<file path="config.mk">
export PLATFORM = sky130hd
export DESIGN_NAME = fetch_stage_flat
export DESIGN_NICKNAME = d
export VERILOG_FILES = /design/src/rtl/fetch_stage_if.sv /design/src/rtl/fetch_stage.sv /design/src/flat_wrapper.sv
export SDC_FILE = /design/constraint.sdc
export NUM_CORES = 1
export LEC_CHECK = 0
export CORE_MARGIN = 3
export CORE_UTILIZATION = 43
export DETAILED_ROUTE_END_ITERATION = 7
export GPL_TIMING_DRIVEN = 0
export PLACE_DENSITY = 0.67
export SLEW_MARGIN = 15
export SYNTH_ARGS = -nofsm -noshare
export SYNTH_HDL_FRONTEND = slang
export SYNTH_SLANG_ARGS = --single-unit
</file>
<file path="constraint.sdc">
create_clock -name clk -period 22.4 [get_ports clk]
set_input_delay 3.36 -clock clk [delete_from_list [all_inputs] [get_ports clk]]
set_output_delay 3.36 -clock clk [all_outputs]
set_load 0.01 [all_outputs]
</file>
<file path="src/rtl/fetch_stage_if.sv">
// Instruction-memory request/return bus between the fetch stage
// and a synchronous instruction memory with one cycle of read latency.
interface fetch_stage_if #(
    parameter int unsigned XLEN = 32
);
    logic            imem_req;
    logic [XLEN-1:0] imem_addr;
    logic [31:0]     imem_rdata;

    modport master (
        output imem_req,
        output imem_addr,
        input  imem_rdata
    );

    modport slave (
        input  imem_req,
        input  imem_addr,
        output imem_rdata
    );
endinterface

</file>
<file path="src/rtl/fetch_stage.sv">
// IF stage and IF/ID register: PC sequencing, imem requests,
// stall/flush/redirect handling and a one-entry return skid.
module fetch_stage #(
    parameter int unsigned     XLEN      = 32,
    parameter logic [XLEN-1:0] RESET_PC  = '0,
    parameter logic [31:0]     NOP_INSTR = 32'h0000_0013
) (
    input  logic            clk,
    input  logic            rst,
    fetch_stage_if.master   imem,
    input  logic            stall_f,
    input  logic            flush_d,
    input  logic            pc_src_e,
    input  logic [XLEN-1:0] pc_target_e,
    output logic [31:0]     InstrD,
    output logic [XLEN-1:0] PCD,
    output logic [XLEN-1:0] PCPlus4D,
    output logic            valid_d
);

    localparam logic [XLEN-1:0] ALIGN = {{(XLEN-2){1'b1}}, 2'b00};
    localparam logic [XLEN-1:0] STEP  = XLEN'(4);

    logic [XLEN-1:0] pcf;
    logic [XLEN-1:0] req_pc_q;
    logic            req_valid_q;
    logic [XLEN-1:0] skid_pc;
    logic [31:0]     skid_instr;
    logic            skid_valid;
    logic            issue;
    logic [XLEN-1:0] fetch_addr;

    // A redirect always issues, even under stall; reset blocks issue.
    always_comb begin
        issue      = ~rst & (pc_src_e | ~stall_f);
        fetch_addr = pc_src_e ? (pc_target_e & ALIGN) : pcf;
    end

    assign imem.imem_req  = issue;
    assign imem.imem_addr = fetch_addr;

    // PC register and record of the request whose data returns next cycle.
    always_ff @(posedge clk or posedge rst) begin
        if (rst) begin
            pcf         <= RESET_PC;
            req_valid_q <= 1'b0;
            req_pc_q    <= '0;
        end else begin
            req_valid_q <= issue;
            if (issue) begin
                pcf      <= fetch_addr + STEP;
                req_pc_q <= fetch_addr;
            end
        end
    end

    // IF/ID register and skid, in priority order redirect > stall > flush.
    always_ff @(posedge clk or posedge rst) begin
        if (rst) begin
            InstrD     <= NOP_INSTR;
            PCD        <= '0;
            PCPlus4D   <= '0;
            valid_d    <= 1'b0;
            skid_valid <= 1'b0;
            skid_pc    <= '0;
            skid_instr <= '0;
        end else if (pc_src_e) begin
            InstrD     <= NOP_INSTR;
            PCD        <= '0;
            PCPlus4D   <= '0;
            valid_d    <= 1'b0;
            skid_valid <= 1'b0;
        end else if (stall_f) begin
            if (req_valid_q) begin
                skid_valid <= 1'b1;
                skid_pc    <= req_pc_q;
                skid_instr <= imem.imem_rdata;
            end
        end else if (flush_d) begin
            InstrD     <= NOP_INSTR;
            PCD        <= '0;
            PCPlus4D   <= '0;
            valid_d    <= 1'b0;
            skid_valid <= 1'b0;
        end else if (skid_valid) begin
            InstrD     <= skid_instr;
            PCD        <= skid_pc;
            PCPlus4D   <= skid_pc + STEP;
            valid_d    <= 1'b1;
            skid_valid <= 1'b0;
        end else if (req_valid_q) begin
            InstrD   <= imem.imem_rdata;
            PCD      <= req_pc_q;
            PCPlus4D <= req_pc_q + STEP;
            valid_d  <= 1'b1;
        end else begin
            InstrD   <= NOP_INSTR;
            PCD      <= '0;
            PCPlus4D <= '0;
            valid_d  <= 1'b0;
        end
    end

endmodule
</file>
<file path="src/flat_wrapper.sv">
// flat-port wrapper written by rule: the top's interface ports become plain ports
module fetch_stage_flat 
#(
    parameter int unsigned     XLEN      = 32,
    parameter logic [XLEN-1:0] RESET_PC  = '0,
    parameter logic [31:0]     NOP_INSTR = 32'h0000_0013
)
  (clk, rst, stall_f, flush_d, pc_src_e, pc_target_e, InstrD, PCD, PCPlus4D, valid_d, imem_imem_req, imem_imem_addr, imem_imem_rdata);
  fetch_stage_if #(.XLEN(XLEN)) imem_i ();
  input  logic clk;
  input  logic rst;
  input  logic stall_f;
  input  logic flush_d;
  input  logic pc_src_e;
  input  logic [XLEN-1:0] pc_target_e;
  output logic [31:0] InstrD;
  output logic [XLEN-1:0] PCD;
  output logic [XLEN-1:0] PCPlus4D;
  output logic valid_d;
  output wire logic [$bits(imem_i.imem_req)-1:0] imem_imem_req;
  output wire logic [$bits(imem_i.imem_addr)-1:0] imem_imem_addr;
  input wire logic [$bits(imem_i.imem_rdata)-1:0] imem_imem_rdata;
  assign imem_imem_req = imem_i.imem_req;
  assign imem_imem_addr = imem_i.imem_addr;
  assign imem_i.imem_rdata = imem_imem_rdata;
  fetch_stage #(.XLEN(XLEN), .RESET_PC(RESET_PC), .NOP_INSTR(NOP_INSTR)) u_core (.clk(clk), .rst(rst), .imem(imem_i), .stall_f(stall_f), .flush_d(flush_d), .pc_src_e(pc_src_e), .pc_target_e(pc_target_e), .InstrD(InstrD), .PCD(PCD), .PCPlus4D(PCPlus4D), .valid_d(valid_d));
endmodule
</file>
* Word level (Yosys, flattened, before mapping)
Index checks and enable logic that the tools add are counted.
Widths: inputs -> output; s select.
** Word-level totals
- Latch bits :: 0
- Memories :: 0
- Flip-flop bits (word level) :: 227
- Bits in writable memories :: 0
- Memory bits (read-only) :: 0
- Logic and storage cells :: 45
- Output and inout port bits :: 130
** Operators by class
- Bitwise gates (word level) :: 5
- Eq/ne operators :: 2
- Shift operators :: 0
- $lt $le $gt $ge :: 0
- Mux-type cells :: 24
- Divide/modulo/power cells :: 0
- Reductions and logical operators :: 1
- Add/subtract/negate cells :: 3
- $mul :: 0
** Operator list (count)
- $mux 32 :: 16
- $add 32x3->32 const B :: 3
- $mux 1 :: 8
- $ne 3x1->1 const B :: 1
- $not 1->1 :: 3
- $reduce_and 3->1 :: 1
- $ne 2x1->1 const B :: 1
- $and 1x1->1 :: 1
- $or 1x1->1 :: 1

* Logic depth before layout (Yosys ltp)
Gate-level depths: netlist of run 1.
- Depth in word-level cells :: 6
- Depth in mapped cells :: 12
- Depth with buffers taken out :: 7

* Least setup slack after synthesis of run 1
No wires, ideal clock.
- Kind :: input to output
- Start point :: input rst
- End point :: output imem_imem_req
- Stages :: 4
- Slack :: 9448 ps
- Required time :: 19040 ps
- Data arrival time :: 9592 ps
- Buffers on the path :: 1
- Cell sequence :: inv_1 > nand2_1 > inv_1 > clkbuf_1
** Between the ends
- Cells in the longest elaborated chain, start to end :: 2
** Ends and longest elaborated chain
- from (decl) :: line flat_wrapper.sv:11 : input logic rst;
- $not 1->1 :: line fetch_stage.sv:35 : issue = ~rst & (pc_src_e | ~stall_f);
- $and 1x1->1 :: line fetch_stage.sv:35
- to (decl) :: line flat_wrapper.sv:20 : output wire logic [$bits(imem_i.imem_req)-1:0] imem_imem_req;
Every way passes these cells.

* Worst setup path in the final report of run 1
Ends and elaborated chain as after synthesis.

==> results of run 1 <==
-- final cells by class --
class / count / area [um2]
multi-input combinational: 817 / 5260
inverter: 30 / 120
timing repair buffer: 197 / 2010
tap: 330 / 413
buffer: 87 / 354
clock buffer: 37 / 721
fill: 2282 / 11000
clock inverter: 7 / 87.6
sequential: 223 / 5580
-- sequential cells by signal, indices dropped and copies added, names as in the netlist --
name and cells:
u_core.InstrD 32, u_core.PCD 30, u_core.PCPlus4D 32, u_core.pcf 30, u_core.req_pc_q 32, u_core.req_valid_q 1
u_core.skid_instr 32, u_core.skid_pc 32, u_core.skid_valid 1, u_core.valid_d 1
-- power by group through the flow --
stage               logic (mW)  clock network [mW]  registers [mW]
finish                   0.213               0.407           0.510
global route             0.235               0.429           0.516
CTS                      0.214               0.414           0.508
detailed placement       0.212                   0           0.515
global placement         0.208                   0           0.512
floorplan                0.134                   0           0.501
-- synth_stat cells, types with 13 or more instances --
master and number:
xor2_1 22, clkbuf_1 74, and3_1 13, xnor2_1 40
nor4_1 17, a21oi_1 14, nand3_1 39, nand2_1 203
o21ai_0 124, inv_1 30, nand4_1 35, nor2_1 29
dfrtp_1 220, a22oi_1 40, mux2i_1 51, mux2_2 68
-- worst max-delay path: cells and delay by family --
kind	cells	cell delay (ps)
and+or+nand+nor	1	330
buffers and inverters	6	2560
-- layout by cell type (no fill, tap or decap), types with 7 or more instances in the layout --
| cell | instances |
|---|---|
| mux2_2 | 68 |
| nand2_1 | 203 |
| nor4_1 | 16 |
| a22oi_1 | 40 |
| nor3_1 | 12 |
| and3_1 | 13 |
| and4_1 | 7 |
| inv_1 | 29 |
| clkdlybuf4s50_1 | 195 |
| o31a_1 | 7 |
| nand4_1 | 35 |
| nor2_1 | 29 |
| dfrtp_1 | 220 |
| a22o_1 | 7 |
| o31ai_1 | 12 |
| clkbuf_16 | 25 |
| clkbuf_1 | 81 |
| mux2i_1 | 51 |
| xor2_1 | 22 |
| xnor2_1 | 40 |
| a21oi_1 | 14 |
| nand3_1 | 39 |
| o21ai_0 | 124 |
-- cells by family (layout without fill, tap and decap cells) --
kind of cell / after synthesis / after routing / share of synthesized area, %
buffers and inverters: 117 / 358 / 4.13
AOI/OAI and AO/OA: 242 / 242 / 13.4
DFF: 223 / 223 / 49.4
adders and majority gates: 3 / 3 / 0.332
and+or+nand+nor: 391 / 391 / 16.6
muxes: 119 / 119 / 11.3
xor gates and xnor gates: 62 / 62 / 4.80
-- path summary, 6_finish.rpt --
| path | start | to | cells past startpoint |
|---|---|---|---|
| max reg2reg | u_core.pcf[4] | u_core.pcf[25] | 6 |
| min in group asynchronous | rst | u_core.skid_instr[28] | 2 |
| max | rst | imem_imem_req | 7 |
| min | u_core.PCD[29] | u_core.PCD[29] | 2 |
| min reg2reg | u_core.PCD[29] | u_core.PCD[29] | 2 |
| max in group asynchronous | rst | u_core.InstrD[1] | 3 |
-- layer usage --
layer  routed length [um]  vias up  GRT usage (%)
met5                    0        -              0
met1                15200     4813           33.3
met3                 2090       44           2.91
met2                15500      374           37.3
li1                     -     4568              -
met4                  720        0           6.44
-- stage by stage --
stage | total power, mW | cells | setup WS (ps)
2_1_floorplan | 0.635 | 1157 | 9450
3_3_place_gp | 0.720 | 1682 | 4970
3_5_place_dp | 0.727 | 1684 | 12660
4_1_cts | 1.14 | 1728 | 12640
5_1_grt | 1.18 | 1728 | 12470
6_report | 1.13 | 1728 | 12690
==> impl_metrics.tcl, run 1 <==
set metrics [dict create \
    status "finished clean" \
    layout_min_cycle_time_ps 9710 \
    startpoint_type "primary input" \
    grt_pass1_vias 9608 \
    cap_viol_max_count 0 \
    cts_resized 0 \
    grt.overflow.total 0 \
    cts-root-buf "clkbuf_16" \
    clk_pin_slew_ps 60 \
    cts_max_level 1 \
    synth_area_leaders "dfrtp_1 (49%), mux2_2 (6.8%), nand2_1 (6.7%), o21ai_0 (5.5%), mux2i_1 (4.5%)" \
    drive_gt1_share_pct 9.23 \
    finalCritPeriodShare_pct 43.3 \
    utilization_pct 57.0 \
    start_util_pct 44.3 \
    grt_setup_unrepaired "false" \
    ys.warnings.count 0 \
    synth_cell_type_count 58 \
    comb_power_share_pct 18.8 \
    crit_path_max_incr_delay_ps 670 \
    syn-mean-instance-area_um2 9.77 \
    crit_chain "clkdlybuf4s50_1 > inv_8 > buf_16 > nand2_1 > inv_1 > clkbuf_1 > clkdlybuf4s50_1" \
    cts_buffers 24 \
    yosys_most_used_dff "dfrtp_1" \
    power.net_switching_uw 329 \
    hp-class "flop to flop" \
    worstPathArrival_ps 6350 \
    die-width_um 168 \
    fin_skew_ps 13.4 \
    worst_path_most_repeated_cell "clkdlybuf4s50_1" \
    cp.required_ps 19040 \
    drc 0 \
    setup_viol 0 \
    internal_power_uw 801 \
    finalWirelength_mm 33.5 \
    grt_pass1_wl_mm 53.4 \
    diodes 0 \
    ant_nets 0 \
    viasPerCell 5.67 \
    finalWeightedCongestion 0.894 \
    ir_worst_vdd_uv 45.6 \
    rows 58 \
    design_area_um2 14500 \
    grt_max_degree 102 \
    clk_latency_ps 520 \
    finalMaxSlewViolations 0 \
    max_slew_margin_pct 25.3 \
    port_buffers 195 \
    p_leak_nw 6.00 \
    p_sw_share_pct 29.1 \
    finalHoldViolCount 0 \
    max_freq_mhz 103 \
    yosys.area.top_type "dfrtp_1" \
    critPathCaptureType "primary output" \
    dr_total_vias 9799 \
    crit_type "primary input to primary output" \
    hold_buffers 0 \
    async_flop_share_pct 100 \
    cts.sinks 223 \
    core-area_um2 25500 \
    crit_fanout 79 \
    cts_tree "built" \
    first_iter_violations 767 \
    place_area_um2 13700 \
    dp_hpwl_mm 24.8 \
    synth_cells 1157 \
    syn_area_um2 11300 \
    pwr-share-clk_pct 36.0 \
    fin_nets 1452 \
    grt_use_total_pct 23.2 \
    synth.net_count 1229 \
    yosys.area.top_type_share_pct 48.7 \
    cpMaxStageDelayCell "clkdlybuf4s50_1" \
    power_density_nw_per_um2 77.7 \
    die-area_um2 28300 \
    rrSetupSlack_ps 19660 \
    antenna_found_initial 0 \
    dr.pass1.iters 5 \
    hold_ws_ps 478 \
    area_growth_pct 28.7 \
    ys_ff_latch 223 \
    routedWlPerCell_um 19.4 \
    cts_buffer_depth 3 \
    yosysSeqAreaShare_pct 49.4 \
    io_pins 199 \
    tns_ps 0 \
    tightest_slew_ps 1120 \
    p_seq_share_pct 45.2 \
    post_cts_buffers 0 \
    die_y_um 168 \
    synth-edff-count 0 \
]
(Power assumes the default switching activity.)
==> run 2: changes to the inputs <==
--- a/config.mk
+++ b/config.mk
@@ -9,7 +9,7 @@
 export CORE_UTILIZATION = 43
 export DETAILED_ROUTE_END_ITERATION = 7
 export GPL_TIMING_DRIVEN = 0
-export PLACE_DENSITY = 0.67
+export PLACE_DENSITY = 0.7
 export SLEW_MARGIN = 15
 export SYNTH_ARGS = -nofsm -noshare
 export SYNTH_HDL_FRONTEND = slang
==> constraint.sdc (replaced) <==
create_clock -name clk -period 7.9 [get_ports clk]
set_input_delay 1.185 -clock clk [delete_from_list [all_inputs] [get_ports clk]]
set_output_delay 1.185 -clock clk [all_outputs]
set_load 0.01 [all_outputs]
==> run 2 against run 1 <==
Worst hold slack improved by 0.63 ps. Setup slack got worse by 10000 ps. Count of clock-buffer cells in the layout down 6. Final area rose by 0.90%. Sequential power grew to 2.8 times the previous value. Clock skew is 2.8 ps higher. Global-route usage up 0.48 points. Combinational power grew to 2.9 times the previous value. Sequential share of layout area decreased by 0.34 points. Register-to-register slack worse by 14000 ps. Core utilization rose by 0.51 points. Flip-flop and latch count unchanged.
==> impl_metrics.tcl, run 2 (synthesized netlist as in run 1, its figures left out) <==
set metrics [dict create \
    hp-class "flop to flop" \
    grt.overflow.total 0 \
    antenna_found_initial 0 \
    die-area_um2 28300 \
    dr_total_vias 9924 \
    cts_max_level 1 \
    port_buffers 195 \
    worstHoldPathCells 2 \
    cp.required_ps 6710 \
    mostFrequentLayoutCells "dfrtp_1 (220), nand2_1 (203), clkdlybuf4s50_1 (195)" \
    crit_fanout 35 \
    setup_viol 0 \
    fin_cells 1732 \
    p_seq_share_pct 44.1 \
    grt_max_degree 37 \
    finalCritPeriodShare_pct 67.8 \
    cts-root-buf "clkbuf_16" \
    fillCellCount 2209 \
    cts_buffer_depth 3 \
    status "finished clean" \
    dr.pass1.iters 5 \
    cts_resized 0 \
    routedWlPerCell_um 19.6 \
    max_freq_mhz 187 \
    grt_setup_unrepaired "false" \
    cts_tree "built" \
    grt_use_total_pct 23.7 \
    rr_endpoint "u_core.PCPlus4D[28]" \
    reg2regPathDepth 7 \
    dp_hpwl_mm 24.9 \
    finalMaxSlewViolations 0 \
    internal_power_mw 2.34 \
    power.net_switching_uw 944 \
    post_cts_buffers 0 \
    finalPower_mw 3.29 \
    crit_type "primary input to primary output" \
    max_slew_margin_pct 26.6 \
    cts.sinks 223 \
    start_util_pct 44.3 \
    drc 0 \
    dp.cells 1689 \
    ant_nets 0 \
    viasPerCell 5.73 \
    startpoint_type "primary input" \
    comb_power_share_pct 18.7 \
    fin_nets 1458 \
    worstPathArrival_ps 4170 \
    power_density_nw_per_um2 224 \
    io_pins 199 \
    drive_gt1_share_pct 9.64 \
    hold_ws_ps 478 \
    tightest_slew_ps 1090 \
    clk_pin_slew_ps 60 \
    finalWirelength_mm 33.9 \
    finalWeightedCongestion 0.867 \
    p_sw_share_pct 28.7 \
    cap_viol_max_count 0 \
    finalHoldViolCount 0 \
    rows 58 \
    p_leak_nw 6.05 \
    grt_pass1_wl_mm 54.3 \
    first_iter_violations 855 \
    critPathCaptureType "primary output" \
    hold_buffers 0 \
    layout_min_cycle_time_ps 5360 \
    ir_worst_vdd_uv 147 \
    area_growth_pct 29.8 \
    cts_buffers 25 \
    grt_pass1_vias 9990 \
    layout_commonest_cell "dfrtp_1" \
    r2r-start "u_core.skid_pc[7]" \
    core-area_um2 25500 \
    critPathCapture "imem_imem_req" \
    pwr-share-clk_pct 37.2 \
    startpoint "rst" \
    rrSetupSlack_ps 5190 \
    clk_latency_ps 520 \
    die_y_um 168 \
    fin_skew_ps 16.2 \
    die-width_um 168 \
]
==> run 2: cell count changes in the layout (fill, tap and decap cells not counted) <==
cell and change:
bufinv_16 +3, inv_8 -1, clkbuf_1 -3, clkinv_2 -1, buf_16 -2, diode_2 +1
clkbuf_8 -3, clkinvlp_4 +3, buf_12 +7
==> run 2: per-stage QoR <==
| stage | area, um2 | util (%) | worst slack (ps) | setup TNS (ps) |
|---|---|---|---|---|
| after CTS | 14700 | 57.4 | 2530 | 0 |
| after global routing | 14700 | 57.5 | 2270 | 0 |
| after detailed placement | 13800 | 54.1 | 2530 | 0 |
| after floorplan | 11300 | - | 1200 | 0 |
| after global placement | 13700 | 53.5 | -2130 | -49600 |
| final | 14700 | 57.5 | 2540 | 0 |
==> run 2: area by class of cell <==
class | instances | area, um2 | share of cell area [%]
antenna | 1 | 2.50 | 0.0170
buffer | 87 | 354 | 2.41
clock buffer | 31 | 668 | 4.55
clock inverter | 11 | 188 | 1.28
inverter | 30 | 116 | 0.793
multi-input combinational | 817 | 5260 | 35.8
sequential | 223 | 5580 | 38.0
tap | 330 | 413 | 2.81
timing repair buffer | 202 | 2090 | 14.3
==> run 2: critical path, stage by stage <==
cell and delay, ps:
clkdlybuf4s50_1 440, clkinvlp_4 140, buf_12 220, buf_12 250, buf_12 250, nand2_1 270
inv_1 200, clkbuf_1 510, clkdlybuf4s50_1 660
==> run 2: layer usage <==
| metal | up-vias | track usage, % | share of wire (%) |
|---|---|---|---|
| li1 | 4581 | - | - |
| met1 | 4789 | 33.1 | 43 |
| met2 | 464 | 37.8 | 46 |
| met3 | 90 | 3.66 | 7.9 |
| met4 | 0 | 8.00 | 3.4 |
| met5 | - | 0 | 0 |
==> run 2: worst min-delay path by stage <==
stage | endpoint | from
after floorplan | u_core.pcf[9] | u_core.pcf[9]
after global placement | u_core.InstrD[25] | u_core.InstrD[25]
after detailed placement | u_core.valid_d | u_core.valid_d
after CTS | u_core.valid_d | u_core.valid_d
after global routing | u_core.PCD[10] | u_core.PCD[10]
final | u_core.PCD[26] | u_core.PCD[26]
==> run 2: power by group through the flow <==
| stage | combinational (mW) | sequential [mW] | clock [mW] |
|---|---|---|---|
| after floorplan | 0.381 | 1.42 | 0 |
| after global placement | 0.588 | 1.45 | 0 |
| after detailed placement | 0.608 | 1.46 | 0 |
| after CTS | 0.614 | 1.44 | 1.24 |
| after global routing | 0.675 | 1.47 | 1.29 |
| final | 0.615 | 1.45 | 1.22 |
==> run 3: changes to the inputs <==
--- a/config.mk
+++ b/config.mk
@@ -9,7 +9,7 @@
 export CORE_UTILIZATION = 43
 export DETAILED_ROUTE_END_ITERATION = 7
 export GPL_TIMING_DRIVEN = 0
-export PLACE_DENSITY = 0.7
+export PLACE_DENSITY = 0.67
 export SLEW_MARGIN = 15
 export SYNTH_ARGS = -nofsm -noshare
 export SYNTH_HDL_FRONTEND = slang
==> constraint.sdc (replaced) <==
create_clock -name clk -period 5.3 [get_ports clk]
set_input_delay 0.795 -clock clk [delete_from_list [all_inputs] [get_ports clk]]
set_output_delay 0.795 -clock clk [all_outputs]
set_load 0.01 [all_outputs]
==> run 3 against run 2 <==
Via count is 1.0% lower. Sequential share of layout area is 0.13 points lower. Core utilization is 0.19 points higher. Non-clock buffer count stayed put. Clock power is 52% higher. Count of clock-buffer cells in the layout is 6 higher. Largest cell class unchanged. Largest power group unchanged. Global-route usage is 0.094 points lower. Register-to-register slack worse by 2600 ps. Critical endpoint unchanged. Die area stayed put.
==> impl_metrics.tcl, run 3 (synthesized netlist as in run 1, its figures left out) <==
set metrics [dict create \
    power.net_switching_mw 1.42 \
    cts_tree "built" \
    internal_power_mw 3.50 \
    max_freq_mhz 225 \
    fin_cells 1734 \
    drive_gt1_share_pct 10.0 \
    crit_type "primary input to primary output" \
    rows 58 \
    comb_power_share_pct 18.5 \
    layout_min_cycle_time_ps 4440 \
    clk_latency_ps 530 \
    crit_path_max_incr_delay_ps 510 \
    io_pins 199 \
    hold_end "u_core.InstrD[27]" \
    cts_buffers 25 \
    viasPerCell 5.66 \
    port_buffers 195 \
    worst_path_most_repeated_cell "buf_12" \
    worstHoldPathCells 2 \
    rrSetupSlack_ps 2620 \
    core-area_um2 25500 \
    setup_viol 0 \
    ant_nets 0 \
    crit_fanout 26 \
    finalCritPeriodShare_pct 83.7 \
    routedWlPerCell_um 19.5 \
    dp_hpwl_mm 25.2 \
    ir_worst_vdd_uv 205 \
    cts_resized 0 \
    cts_buffer_depth 3 \
    drc 0 \
    antenna_found_initial 0 \
    die-width_um 168 \
    p_leak_nw 6.08 \
    cpMaxStageDelayCell "clkdlybuf4s50_1" \
    finalWirelength_mm 33.9 \
    post_cts_buffers 0 \
    worstPathArrival_ps 3640 \
    min_from "u_core.InstrD[27]" \
    cap_viol_max_count 0 \
    p_seq_share_pct 43.9 \
    max_slew_margin_pct 18.4 \
    die_y_um 168 \
    tightest_slew_ps 1210 \
    finalHoldViolCount 0 \
    fin_nets 1458 \
    cp.required_ps 4510 \
    hp-class "flop to flop" \
    start_util_pct 44.3 \
    grt_use_total_pct 23.6 \
    layout_commonest_cell "dfrtp_1" \
    dr_total_vias 9823 \
    grt_pass1_vias 9674 \
    clk_pin_slew_ps 60 \
    area_growth_pct 30.3 \
    dp.cells 1689 \
    reg2regPathDepth 5 \
    fillCellCount 2222 \
    fin_skew_ps 18.3 \
    diodes 0 \
    mostFrequentLayoutCells "dfrtp_1 (220), nand2_1 (203), clkdlybuf4s50_1 (195)" \
    grt_pass1_wl_mm 54.2 \
    hold_buffers 0 \
    pwr-share-clk_pct 37.6 \
    utilization_pct 57.7 \
    startpoint_type "primary input" \
    r2r-start "u_core.pcf[4]" \
    power_density_nw_per_um2 334 \
    cts_max_level 1 \
    dr.pass1.iters 5 \
    finalWeightedCongestion 0.892 \
    status "finished clean" \
    cts-root-buf "clkbuf_16" \
    finalMaxSlewViolations 0 \
    p_sw_share_pct 28.9 \
    grt_max_degree 37 \
    grt.overflow.total 0 \
    cts.sinks 223 \
    critPathCaptureType "primary output" \
    die-area_um2 28300 \
    crit_chain "clkdlybuf4s50_1 > clkinvlp_4 > buf_12 > buf_12 > buf_12 > nand2_1 > inv_2 > clkbuf_8 > clkdlybuf4s50_1" \
    rr_endpoint "u_core.pcf[29]" \
    first_iter_violations 807 \
    grt_setup_unrepaired "false" \
]
[run 3: cell types whose count changed in the layout (fill, tap and decap cells not counted)]
cell | before | now
clkinv_2 | 3 | 2
clkinvlp_4 | 4 | 2
inv_16 | 0 | 1
clkbuf_1 | 78 | 76
clkbuf_8 | 2 | 10
diode_2 | 1 | 0
inv_2 | 0 | 1
clkinv_4 | 0 | 1
inv_1 | 29 | 28
bufinv_16 | 5 | 3
[run 3: worst max-delay path by stage]
stage / start / depth (start not counted) / to
6_report: rst / 9 / imem_imem_req
5_1_grt: rst / 9 / imem_imem_req
4_1_cts: rst / 9 / imem_imem_req
3_5_place_dp: rst / 9 / imem_imem_req
3_3_place_gp: rst / 6 / imem_imem_req
2_1_floorplan: rst / 4 / imem_imem_req
[run 3: per-layer routing]
metal | GRT usage, % | part of all wire, %
met2 | 38.2 | 46
met5 | 0 | 0
met4 | 6.62 | 3.0
met1 | 33.3 | 45
met3 | 3.31 | 6.2
[run 3: power groups by stage]
stage                     sequential (mW)  clock [mW]  combinational (mW)
after global placement               2.17           0               0.880
after global routing                 2.19        1.95                1.00
after detailed placement             2.18           0               0.909
after CTS                            2.15        1.87               0.915
final                                2.16        1.85               0.913
after floorplan                      2.12           0               0.569
[run 3: final cells by class]
type                    count  area (um2)  area share (%)
plain buffers              87         364            2.47
clock buffers              37         761            5.17
clock inverters             8         136           0.926
inverters                  30         116           0.790
multi-input cells         817        5260            35.7
flip-flops and latches    223        5580            37.9
well taps                 330         413            2.80
repair buffers            202        2090            14.2
[run 3: worst max-delay path: cells and delay by family]
family                 cells  cell delay, ps
buffers and inverters      8            2510
and+or+nand+nor            1             310
[run 3: stage by stage]
stage                     TNS, ps  instance area [um2]  setup slack [ps]  hold slack [ps]  power [mW]
after global routing            0                14700               646              499        5.14
after floorplan            -16700                11300              -608              442        2.68
after detailed placement        0                13800               803              467        3.09
final                           0                14700               862              476        4.92
after CTS                       0                14700               789              482        4.94
after global placement    -235280                13700             -3810              460        3.05
